File: src/rtl/rv32i_multicycle_ctrl_if.sv
// rtl/rv32i_multicycle_ctrl_if.sv - control bundle between the multicycle sequencer and its datapath
interface rv32i_multicycle_ctrl_if;
    logic [6:0] opcode;
    logic [2:0] funct3;
    logic       branch_taken;
    logic       mem_ready;
    logic       pc_write;
    logic       ir_write;
    logic       mem_read;
    logic       mem_write;
    logic       i_or_d;
    logic       reg_write;
    logic [1:0] mem_to_reg;
    logic [1:0] alu_src_a;
    logic [1:0] alu_src_b;
    logic [1:0] ALU_Op;
    logic       funct7_en;
    logic       pc_src;
    logic       retire;
    logic       illegal;

    modport master (
        input  opcode, funct3, branch_taken, mem_ready,
        output pc_write, ir_write, mem_read, mem_write, i_or_d, reg_write,
               mem_to_reg, alu_src_a, alu_src_b, ALU_Op, funct7_en, pc_src,
               retire, illegal
    );

    modport slave (
        output opcode, funct3, branch_taken, mem_ready,
        input  pc_write, ir_write, mem_read, mem_write, i_or_d, reg_write,
               mem_to_reg, alu_src_a, alu_src_b, ALU_Op, funct7_en, pc_src,
               retire, illegal
    );
endinterface

File: src/rtl/rv32i_multicycle_ctrl.sv
// rtl/rv32i_multicycle_ctrl.sv - Moore main control sequencer for the multicycle RV32I datapath
module rv32i_multicycle_ctrl (
    input  logic                          clk,
    input  logic                          rst_n,
    rv32i_multicycle_ctrl_if.master       ctrl
);

    typedef enum logic [3:0] {
        S_RESET, S_FETCH, S_DECODE, S_EXEC_R, S_EXEC_I, S_ALU_WB, S_MEM_ADDR,
        S_MEM_RD, S_LOAD_WB, S_MEM_WR, S_BRANCH, S_JAL, S_TRAP
    } state_t;

    typedef struct packed {
        logic       pc_write;
        logic       mem_read;
        logic       mem_write;
        logic       i_or_d;
        logic       reg_write;
        logic [1:0] mem_to_reg;
        logic [1:0] alu_src_a;
        logic [1:0] alu_src_b;
        logic [1:0] alu_op;
        logic       funct7_en;
        logic       pc_src;
        logic       retire;
        logic       illegal;
        logic       in_fetch;
        logic       in_mem_wr;
        logic       in_branch;
    } ctl_t;

    state_t state;
    state_t nxt;
    ctl_t   ctl;

    // Output word for a state; registered alongside the state so outputs come straight from flops.
    function automatic ctl_t ctl_for(input state_t s, input logic [2:0] f3);
        ctl_t c;
        c = '0;
        case (s)
            S_FETCH: begin
                c.mem_read  = 1'b1;
                c.alu_src_b = 2'd1;
                c.in_fetch  = 1'b1;
            end
            S_DECODE: begin
                c.alu_src_a = 2'd2;
                c.alu_src_b = 2'd2;
            end
            S_EXEC_R: begin
                c.alu_src_a = 2'd1;
                c.alu_op    = 2'b10;
                c.funct7_en = 1'b1;
            end
            S_EXEC_I: begin
                c.alu_src_a = 2'd1;
                c.alu_src_b = 2'd2;
                c.alu_op    = 2'b10;
                c.funct7_en = (f3 == 3'b101);
            end
            S_ALU_WB: begin
                c.reg_write = 1'b1;
                c.retire    = 1'b1;
            end
            S_MEM_ADDR: begin
                c.alu_src_a = 2'd1;
                c.alu_src_b = 2'd2;
            end
            S_MEM_RD: begin
                c.mem_read = 1'b1;
                c.i_or_d   = 1'b1;
            end
            S_LOAD_WB: begin
                c.reg_write  = 1'b1;
                c.mem_to_reg = 2'd1;
                c.retire     = 1'b1;
            end
            S_MEM_WR: begin
                c.mem_write = 1'b1;
                c.i_or_d    = 1'b1;
                c.in_mem_wr = 1'b1;
            end
            S_BRANCH: begin
                c.alu_src_a = 2'd1;
                c.alu_op    = 2'b01;
                c.pc_src    = 1'b1;
                c.retire    = 1'b1;
                c.in_branch = 1'b1;
            end
            S_JAL: begin
                c.reg_write  = 1'b1;
                c.mem_to_reg = 2'd2;
                c.pc_src     = 1'b1;
                c.pc_write   = 1'b1;
                c.retire     = 1'b1;
            end
            S_TRAP:  c.illegal = 1'b1;
            default: c = '0;
        endcase
        return c;
    endfunction

    always_comb begin
        nxt = state;
        case (state)
            S_RESET:    nxt = S_FETCH;
            S_FETCH:    nxt = ctrl.mem_ready ? S_DECODE : S_FETCH;
            S_DECODE: begin
                case (ctrl.opcode)
                    7'b0110011:             nxt = S_EXEC_R;
                    7'b0010011:             nxt = S_EXEC_I;
                    7'b0000011, 7'b0100011: nxt = S_MEM_ADDR;
                    7'b1100011:             nxt = S_BRANCH;
                    7'b1101111:             nxt = S_JAL;
                    default:                nxt = S_TRAP;
                endcase
            end
            S_EXEC_R:   nxt = S_ALU_WB;
            S_EXEC_I:   nxt = S_ALU_WB;
            S_ALU_WB:   nxt = S_FETCH;
            S_MEM_ADDR: nxt = ctrl.opcode[5] ? S_MEM_WR : S_MEM_RD;
            S_MEM_RD:   nxt = ctrl.mem_ready ? S_LOAD_WB : S_MEM_RD;
            S_LOAD_WB:  nxt = S_FETCH;
            S_MEM_WR:   nxt = ctrl.mem_ready ? S_FETCH : S_MEM_WR;
            S_BRANCH:   nxt = S_FETCH;
            S_JAL:      nxt = S_FETCH;
            S_TRAP:     nxt = S_TRAP;
            default:    nxt = S_RESET;
        endcase
    end

    always_ff @(posedge clk or negedge rst_n) begin
        if (!rst_n) begin
            state <= S_RESET;
            ctl   <= '0;
        end else begin
            state <= nxt;
            ctl   <= ctl_for(nxt, ctrl.funct3);
        end
    end

    // Handshake-qualified enables are the only paths from inputs to outputs.
    assign ctrl.pc_write   = ctl.pc_write | (ctl.in_fetch & ctrl.mem_ready)
                           | (ctl.in_branch & ctrl.branch_taken);
    assign ctrl.ir_write   = ctl.in_fetch & ctrl.mem_ready;
    assign ctrl.retire     = ctl.retire | (ctl.in_mem_wr & ctrl.mem_ready);
    assign ctrl.mem_read   = ctl.mem_read;
    assign ctrl.mem_write  = ctl.mem_write;
    assign ctrl.i_or_d     = ctl.i_or_d;
    assign ctrl.reg_write  = ctl.reg_write;
    assign ctrl.mem_to_reg = ctl.mem_to_reg;
    assign ctrl.alu_src_a  = ctl.alu_src_a;
    assign ctrl.alu_src_b  = ctl.alu_src_b;
    assign ctrl.ALU_Op     = ctl.alu_op;
    assign ctrl.funct7_en  = ctl.funct7_en;
    assign ctrl.pc_src     = ctl.pc_src;
    assign ctrl.illegal    = ctl.illegal;

endmodule

File: src/flat_wrapper.sv
// flat-port wrapper written by rule: the top's interface ports become plain ports
module rv32i_multicycle_ctrl_flat 
  (clk, rst_n, ctrl_opcode, ctrl_funct3, ctrl_branch_taken, ctrl_mem_ready, ctrl_pc_write, ctrl_ir_write, ctrl_mem_read, ctrl_mem_write, ctrl_i_or_d, ctrl_reg_write, ctrl_mem_to_reg, ctrl_alu_src_a, ctrl_alu_src_b, ctrl_ALU_Op, ctrl_funct7_en, ctrl_pc_src, ctrl_retire, ctrl_illegal);
  rv32i_multicycle_ctrl_if ctrl_i ();
  input  logic clk;
  input  logic rst_n;
  input wire logic [$bits(ctrl_i.opcode)-1:0] ctrl_opcode;
  input wire logic [$bits(ctrl_i.funct3)-1:0] ctrl_funct3;
  input wire logic [$bits(ctrl_i.branch_taken)-1:0] ctrl_branch_taken;
  input wire logic [$bits(ctrl_i.mem_ready)-1:0] ctrl_mem_ready;
  output wire logic [$bits(ctrl_i.pc_write)-1:0] ctrl_pc_write;
  output wire logic [$bits(ctrl_i.ir_write)-1:0] ctrl_ir_write;
  output wire logic [$bits(ctrl_i.mem_read)-1:0] ctrl_mem_read;
  output wire logic [$bits(ctrl_i.mem_write)-1:0] ctrl_mem_write;
  output wire logic [$bits(ctrl_i.i_or_d)-1:0] ctrl_i_or_d;
  output wire logic [$bits(ctrl_i.reg_write)-1:0] ctrl_reg_write;
  output wire logic [$bits(ctrl_i.mem_to_reg)-1:0] ctrl_mem_to_reg;
  output wire logic [$bits(ctrl_i.alu_src_a)-1:0] ctrl_alu_src_a;
  output wire logic [$bits(ctrl_i.alu_src_b)-1:0] ctrl_alu_src_b;
  output wire logic [$bits(ctrl_i.ALU_Op)-1:0] ctrl_ALU_Op;
  output wire logic [$bits(ctrl_i.funct7_en)-1:0] ctrl_funct7_en;
  output wire logic [$bits(ctrl_i.pc_src)-1:0] ctrl_pc_src;
  output wire logic [$bits(ctrl_i.retire)-1:0] ctrl_retire;
  output wire logic [$bits(ctrl_i.illegal)-1:0] ctrl_illegal;
  assign ctrl_i.opcode = ctrl_opcode;
  assign ctrl_i.funct3 = ctrl_funct3;
  assign ctrl_i.branch_taken = ctrl_branch_taken;
  assign ctrl_i.mem_ready = ctrl_mem_ready;
  assign ctrl_pc_write = ctrl_i.pc_write;
  assign ctrl_ir_write = ctrl_i.ir_write;
  assign ctrl_mem_read = ctrl_i.mem_read;
  assign ctrl_mem_write = ctrl_i.mem_write;
  assign ctrl_i_or_d = ctrl_i.i_or_d;
  assign ctrl_reg_write = ctrl_i.reg_write;
  assign ctrl_mem_to_reg = ctrl_i.mem_to_reg;
  assign ctrl_alu_src_a = ctrl_i.alu_src_a;
  assign ctrl_alu_src_b = ctrl_i.alu_src_b;
  assign ctrl_ALU_Op = ctrl_i.ALU_Op;
  assign ctrl_funct7_en = ctrl_i.funct7_en;
  assign ctrl_pc_src = ctrl_i.pc_src;
  assign ctrl_retire = ctrl_i.retire;
  assign ctrl_illegal = ctrl_i.illegal;
  rv32i_multicycle_ctrl u_core (.clk(clk), .rst_n(rst_n), .ctrl(ctrl_i));
endmodule
File: config.mk
export PLATFORM = sky130hd
export DESIGN_NAME = rv32i_multicycle_ctrl_flat
export DESIGN_NICKNAME = d
export VERILOG_FILES = /design/src/rtl/rv32i_multicycle_ctrl_if.sv /design/src/rtl/rv32i_multicycle_ctrl.sv /design/src/flat_wrapper.sv
export SDC_FILE = /design/constraint.sdc
export NUM_CORES = 1
export LEC_CHECK = 0
export CAP_MARGIN = 25
export CELL_PAD_IN_SITES_DETAIL_PLACEMENT = 1
export CELL_PAD_IN_SITES_GLOBAL_PLACEMENT = 1
export CORE_MARGIN = 2
export CORE_UTILIZATION = 35
export CTS_BUF_LIST = sky130_fd_sc_hd__clkbuf_8 sky130_fd_sc_hd__clkbuf_16
export CTS_CLUSTER_DIAMETER = 50
export DETAILED_ROUTE_END_ITERATION = 8
export GPL_ROUTABILITY_DRIVEN = 1
export PLACE_DENSITY = 0.77
export SLEW_MARGIN = 25
export SYNTH_ARGS = -nofsm -noshare
export SYNTH_HDL_FRONTEND = slang
export SYNTH_SLANG_ARGS = --single-unit
File: constraint.sdc
create_clock -name clk -period 5.5 [get_ports clk]
set_input_delay 0.55 -clock clk [delete_from_list [all_inputs] [get_ports clk]]
set_output_delay 0.55 -clock clk [all_outputs]
set_load 0.03 [all_outputs]
==> run_results.csv, run 1 <==
group,metric,value,unit
clock_tree,cts_made_buffers,3,
finish,reg_top3,"u_core.state: 4 flops, u_core.ctl: 3 flops",
drt,ant_nets,0,
critical_path,worstPathRequired,4.95,ns
floorplanning,die_h,62,um
sta,finalHoldViolCount,0,
yosys,synth_top_flop_cell,"dfrtp_1",
yosys,ys_seq_elements,22,
yosys,synth_edf_count,0,
drt,wl_met1,1130,um
sta,fmax,377,MHz
yosys,synth.top_cell.area_share,46.8,%
sta,max_slew_margin,67.9,%
finish,largest_reg_flops,4,
floorplanning,rows,21,
pwr,p_int,0.000463,W
critical_path,reg2reg_depth,6,
yosys,async_flop_share,100,%
critical_path,arrival,2.10,ns
yosys,synthesis.area,0.00118,mm2
sta,skew,0.000975,ns
yosys,avgSynthCellArea,10.4,um2
clock_tree,cts_tree,"done",
drt,totalWireLength,2610,um
critical_path,cp_slowest_cell,"clkdlybuf4s50_1",
global_routing,grt_usage,15.3,%
yosys,ys_seq_area_share,46.8,%
critical_path,path_depth,4,
drt,wl_per_cell,14.3,um
drt,drtIter0Drc,13,
clock_tree,cts.clk_slew.worst_paths,0.08,ns
critical_path,critical_path_class,"input pin to output port",
finish,regMostFlops,"u_core.state",
critical_path,end_kind,"output port",
floorplanning,core-area,0.00328,mm2
sta,tightestPinTransition,0.481,ns
pwr,seqPwrFrac,33.7,%
pwr,power.density,502,mW/mm2
clock_tree,clockBufferDepth,2,
pwr,power_frac_comb,46.6,%
placed_design,portBuffers,31,
clock_tree,post-cts-setup-buffers,0,
drt,drc,0,
pwr,power_switching,0.000302,W
clock_tree,cts_max_level,1,
yosys,synth_top_cell_by_area,"dfrtp_1",
global_routing,overflow,0,
floorplanning,ios,32,
floorplanning,initial_core_util,35.8,%
yosys,netlist_instances,113,
yosys,netlist_top_cells_area,"dfrtp_1, buf_4, a221oi_4",
drt,top_layer,"met4",
critical_path,worstSetupStartpointType,"input pin",
drt,routed-wl-met2,1320,um
yosys,yosys_warnings,0,
finish,areaGrowthSynthToFinish,29.3,%
pwr,p_leak,0.679,nW
floorplanning,die_w,62,um
pwr,vdd_drop_max,150,uV
yosys,synth_fp_nets,127,
flow_run,maxCapViolCount,0,
global_routing,grt_first_pass_wirelength,4130,um
global_routing,first_global_vias,894,
clock_tree,cts.sinks,22,
clock_tree,hold_buffers,0,
drt,wl_met3,90,um
yosys,yosysMostFrequentCell,"dfrtp_1",
sta,period_minus_slack,2.65,ns
sta,fin_crit_sh,48.2,%
floorplanning,die_area,0.00384,mm2
clock_tree,cts-root-buf,"clkbuf_8",
placed_design,gp_congestion,0.925,
finish,diodes,0,
critical_path,slowest_delay,0.59,ns
drt,viasPerCell,4.90,
sta,fin_ws,2.85,ns
critical_path,cpLargestDelayFamily,"buffers and inverters",
clock_tree,cts_resized,0,
critical_path,cp_max_fo,7,
finish,drive_above_1_share,15.4,%
placed_design,place_ws,2.84,ns
pwr,p_sw_share,39.5,%
global_routing,antenna_found_initial,0,
critical_path,crit_top_cell,"clkdlybuf4s50_1",
critical_path,crit_buf_inv,2,
global_routing,grt_max_degree,23,
pwr,clkPwrFrac,19.7,%
yosys,synth_commonest_cells,"dfrtp_1, buf_4, inv_1, nor2_1",
sta,finalSetupViolations,0,
yosys,synth.distinct_cells,48,
critical_path,path_cells,"clkdlybuf4s50_1 > and2_1 > a211o_1 > clkdlybuf4s50_1",
clock_tree,clk_latency,0.27,ns
finish,fill_cells,375,
status,outcome,"completed",
placed_design,hpwlAfterDp,2120,um
sta,rsz0062_at_grt,"false",
finish,design_area,0.00152,mm2
sta,tns,0,ns
worst_hold_path,hp-class,"input pin to asynchronous set/reset pin",
drt,num_vias,891,
sta,timing.hold.ws,0.230,ns
sta,finalMaxSlewViolations,0,
placed_design,place_area,0.00146,mm2
finish,nets,151,
drt,dr.pass1.iters,2,
==> path summary, 6_finish.rpt <==
check / start / end / slack [ns]
hold reg to reg: u_core.state[3] / u_core.ctrl.reg_write / 0.75
hold / removal: rst_n / u_core.ctrl.ALU_Op[0] / 0.23
setup / recovery: ctrl_mem_ready / ctrl_pc_write / 2.85
min in group clk: u_core.state[3] / u_core.ctrl.reg_write / 0.75
max in group asynchronous: rst_n / u_core.ctl[4] / 4.95
setup reg to reg: u_core.state[0] / u_core.ctrl.i_or_d / 3.33
==> metrics by stage <==
| stage | power [W] | cells | utilization [%] |
|---|---|---|---|
| after floorplan | 0.000524 | 113 | - |
| after global placement | 0.000608 | 178 | 44.3 |
| after detailed placement | 0.000622 | 178 | 44.3 |
| after CTS | 0.000772 | 182 | 46.5 |
| after global routing | 0.000815 | 182 | 46.4 |
| final | 0.000765 | 182 | 46.4 |
==> per-layer routing <==
metal | up-vias | track usage [%]
li1 | 435 | -
met5 | - | 0
met4 | 0 | 7.29
met2 | 24 | 27.1
met3 | 6 | 3.73
met1 | 426 | 17.0
==> final cells by class <==
class                   count  area [um2]  area share (%)
flip-flops and latches     22         551            36.2
clock inverters             1        30.0            1.97
clock buffers               3        41.3            2.71
multi-input cells          70         503            33.0
well taps                  46        57.6            3.78
inverters                   9        35.0            2.30
repair buffers             31         305            20.0
==> placed cells by master (no fill, tap or decap), types with 3 or more instances in the layout <==
cell type	count
clkdlybuf4s50_1	30
o21ai_0	4
and3_1	3
a21oi_1	4
inv_1	6
a21boi_0	3
dfrtp_1	22
nor2_1	6
or2_1	3
nand3_1	4
nor3_1	3
nor2b_1	4
clkbuf_8	3
==> logic make-up after synthesis <==
family	after synthesis	synth area share (%)
XOR/XNOR	1	0.744
AO/OA/AOI/OAI	25	16.6
flip-flops	22	46.8
buffers and inverters	21	10.5
multiplexers	1	0.956
AND/OR/NAND/NOR	43	24.4
==> power by group through the flow <==
stage          registers (W)  logic (W)  clock network (W)
6_report            0.000258   0.000357           0.000151
5_1_grt             0.000266   0.000388           0.000161
4_1_cts             0.000258   0.000361           0.000153
3_5_place_dp        0.000262   0.000360                  0
3_3_place_gp        0.000258   0.000350                  0
2_1_floorplan       0.000254   0.000270                  0
Power figures use the tool's default switching activity.
==> run 2: changes to the inputs <==
Settings changed: CORE_UTILIZATION 35 to 32, PLACE_DENSITY 0.77 to 0.75.
Clock period 5.5 ns to 2.25 ns, I/O delays scaled along.
==> run_results.csv, run 2 (synthesis gave the netlist of run 1 again) <==
group,metric,value,unit
status,outcome,"completed",
clock_tree,cts.sinks,22,
sta,finalMaxSlewViolations,0,
finish,largest_reg_flops,4,
global_routing,grt.met1_usage,17.4,%
drt,totalWireLength,2960,um
floorplanning,core-area,0.00361,mm2
finish,drive_above_1_share,18.9,%
pwr,p_leak,0.713,nW
finish,design_area,0.00158,mm2
sta,tightestPinTransition,0.570,ns
clock_tree,cts.clk_slew.worst_paths,0.08,ns
sta,period_minus_slack,2.16,ns
clock_tree,cts-root-buf,"clkbuf_8",
critical_path,reg2reg_depth,7,
global_routing,top_usage_layer,"met2",
placed_design,place_area,0.00151,mm2
critical_path,r2r-start,"u_core.state[2]",
global_routing,overflow,0,
global_routing,use_met3,2.95,%
sta,tns,0,ns
clock_tree,cts_tree,"done",
finish,final_cell_mix,"clkdlybuf4s50_1, dfrtp_1, buf_4, nor2_1, inv_1",
floorplanning,die_area,0.00418,mm2
clock_tree,post-cts-setup-buffers,0,
critical_path,cp_max_fo,13,
critical_path,r2r_end,"u_core.ctrl.mem_read",
global_routing,gr-usage-met2,27.2,%
global_routing,antenna_found_initial,0,
finish,areaGrowthSynthToFinish,34.4,%
floorplanning,ios,32,
critical_path,worstPathRequired,2.40,ns
critical_path,end_kind,"flip-flop",
critical_path,worstSetupStartpointType,"flip-flop",
critical_path,rrSetupSlack,0.09,ns
sta,rsz0062_at_grt,"false",
global_routing,grt_max_degree,23,
finish,diodes,0,
drt,drtIter0Drc,33,
drt,viasPerCell,4.98,
sta,max_slew_margin,62.0,%
finish,finish.utilization,43.9,%
clock_tree,cts_resized,0,
sta,finalHoldViolCount,0,
drt,num_vias,952,
pwr,vdd_drop_max,340,uV
finish,multi_input_area,503,um2
drt,dr.pass1.iters,4,
clock_tree,hold_buffers,0,
critical_path,arrival,2.31,ns
finish,reg_top3,"u_core.state: 4 flops, u_core.ctl: 3 flops",
drt,wl_per_cell,15.5,um
finish,nets,158,
global_routing,grt_usage,15.0,%
floorplanning,die_h,64.7,um
floorplanning,die_w,64.7,um
finish,final_common_cell,"clkdlybuf4s50_1",
worst_hold_path,hp-class,"input pin to asynchronous set/reset pin",
finish,regMostFlops,"u_core.state",
sta,skew,0.00519,ns
placed_design,hpwlAfterDp,2310,um
finish,fill_cells,406,
drt,ant_nets,0,
critical_path,critical_path_class,"flip-flop to flip-flop",
global_routing,first_global_vias,938,
global_routing,grt_first_pass_wirelength,4700,um
finish,regArea,551,um2
placed_design,portBuffers,31,
clock_tree,cts_made_buffers,3,
drt,drc,0,
sta,finalSetupViolations,0,
clock_tree,clockBufferDepth,2,
clock_tree,cts_max_level,1,
clock_tree,clk_latency,0.26,ns
floorplanning,initial_core_util,32.7,%
pwr,power.density,1220,mW/mm2
sta,fmax,462,MHz
floorplanning,rows,22,
sta,fin_crit_sh,96.1,%
flow_run,maxCapViolCount,0,
placed_design,gp_congestion,0.935,
-- run 2: cell types whose count changed in the layout (fill, tap and decap cells not counted), sizes merged --
cell           before  now
clkdlybuf4s50      30   31
buf                 1    7
-- run 2: critical path, stage by stage, from the launching register on --
cell	delay (ns)
dfrtp_1	0.59
a21boi_0	0.36
a2bb2oi_1	0.11
o21ai_0	0.34
nor2_1	0.08
buf_4	0.17
and4_4	0.19
or2_1	0.20
-- run 2: routing by layer --
metal | vias to the layer above | wire length, um | share of wire [%]
li1 | 451 | - | -
met2 | 27 | 1590 | 54
met3 | 7 | 107 | 3.6
met1 | 467 | 1190 | 40
met5 | - | 0 | 0
met4 | 0 | 75 | 2.5
-- run 2: power breakdown --
| part | internal (W) | switching [W] |
|---|---|---|
| clock | 0.000237 | 0.000129 |
| combinational | 0.000422 | 0.000516 |
| sequential | 0.000507 | 0.000126 |
| total | 0.00117 | 0.000771 |
-- run 2: how the worst max path moves through the flow --
stage / start / to / slack (ns) / cells past startpoint
after floorplan: u_core.state[0] / u_core.ctrl.mem_read / 0.44 / 8
after global placement: ctrl_mem_ready / u_core.ctrl.mem_read / 0.15 / 7
after detailed placement: ctrl_mem_ready / u_core.ctrl.mem_read / 0.02 / 8
after CTS: u_core.state[2] / u_core.ctrl.mem_read / 0.11 / 7
after global routing: u_core.state[2] / u_core.ctrl.mem_read / 0.03 / 7
final: u_core.state[2] / u_core.ctrl.mem_read / 0.09 / 7
-- run 2: area by class of cell --
cell class | instances | area share [%]
flip-flops and latches | 22 | 34.8
well taps | 48 | 3.79
clock inverters | 1 | 1.90
clock buffers | 3 | 2.61
multi-input cells | 70 | 31.8
inverters | 9 | 2.21
repair buffers | 38 | 22.9
-- run 2: per-stage QoR --
stage | std cells | hold WS, ns | total power, W | setup WS [ns]
finish | 191 | 0.308 | 0.00194 | 0.0869
global route | 191 | 0.348 | 0.00204 | 0.0294
CTS | 191 | 0.316 | 0.00195 | 0.108
detailed placement | 187 | 0.598 | 0.00158 | 0.0221
global placement | 187 | 0.588 | 0.00154 | 0.145
floorplan | 113 | -0.0706 | 0.00128 | 0.438
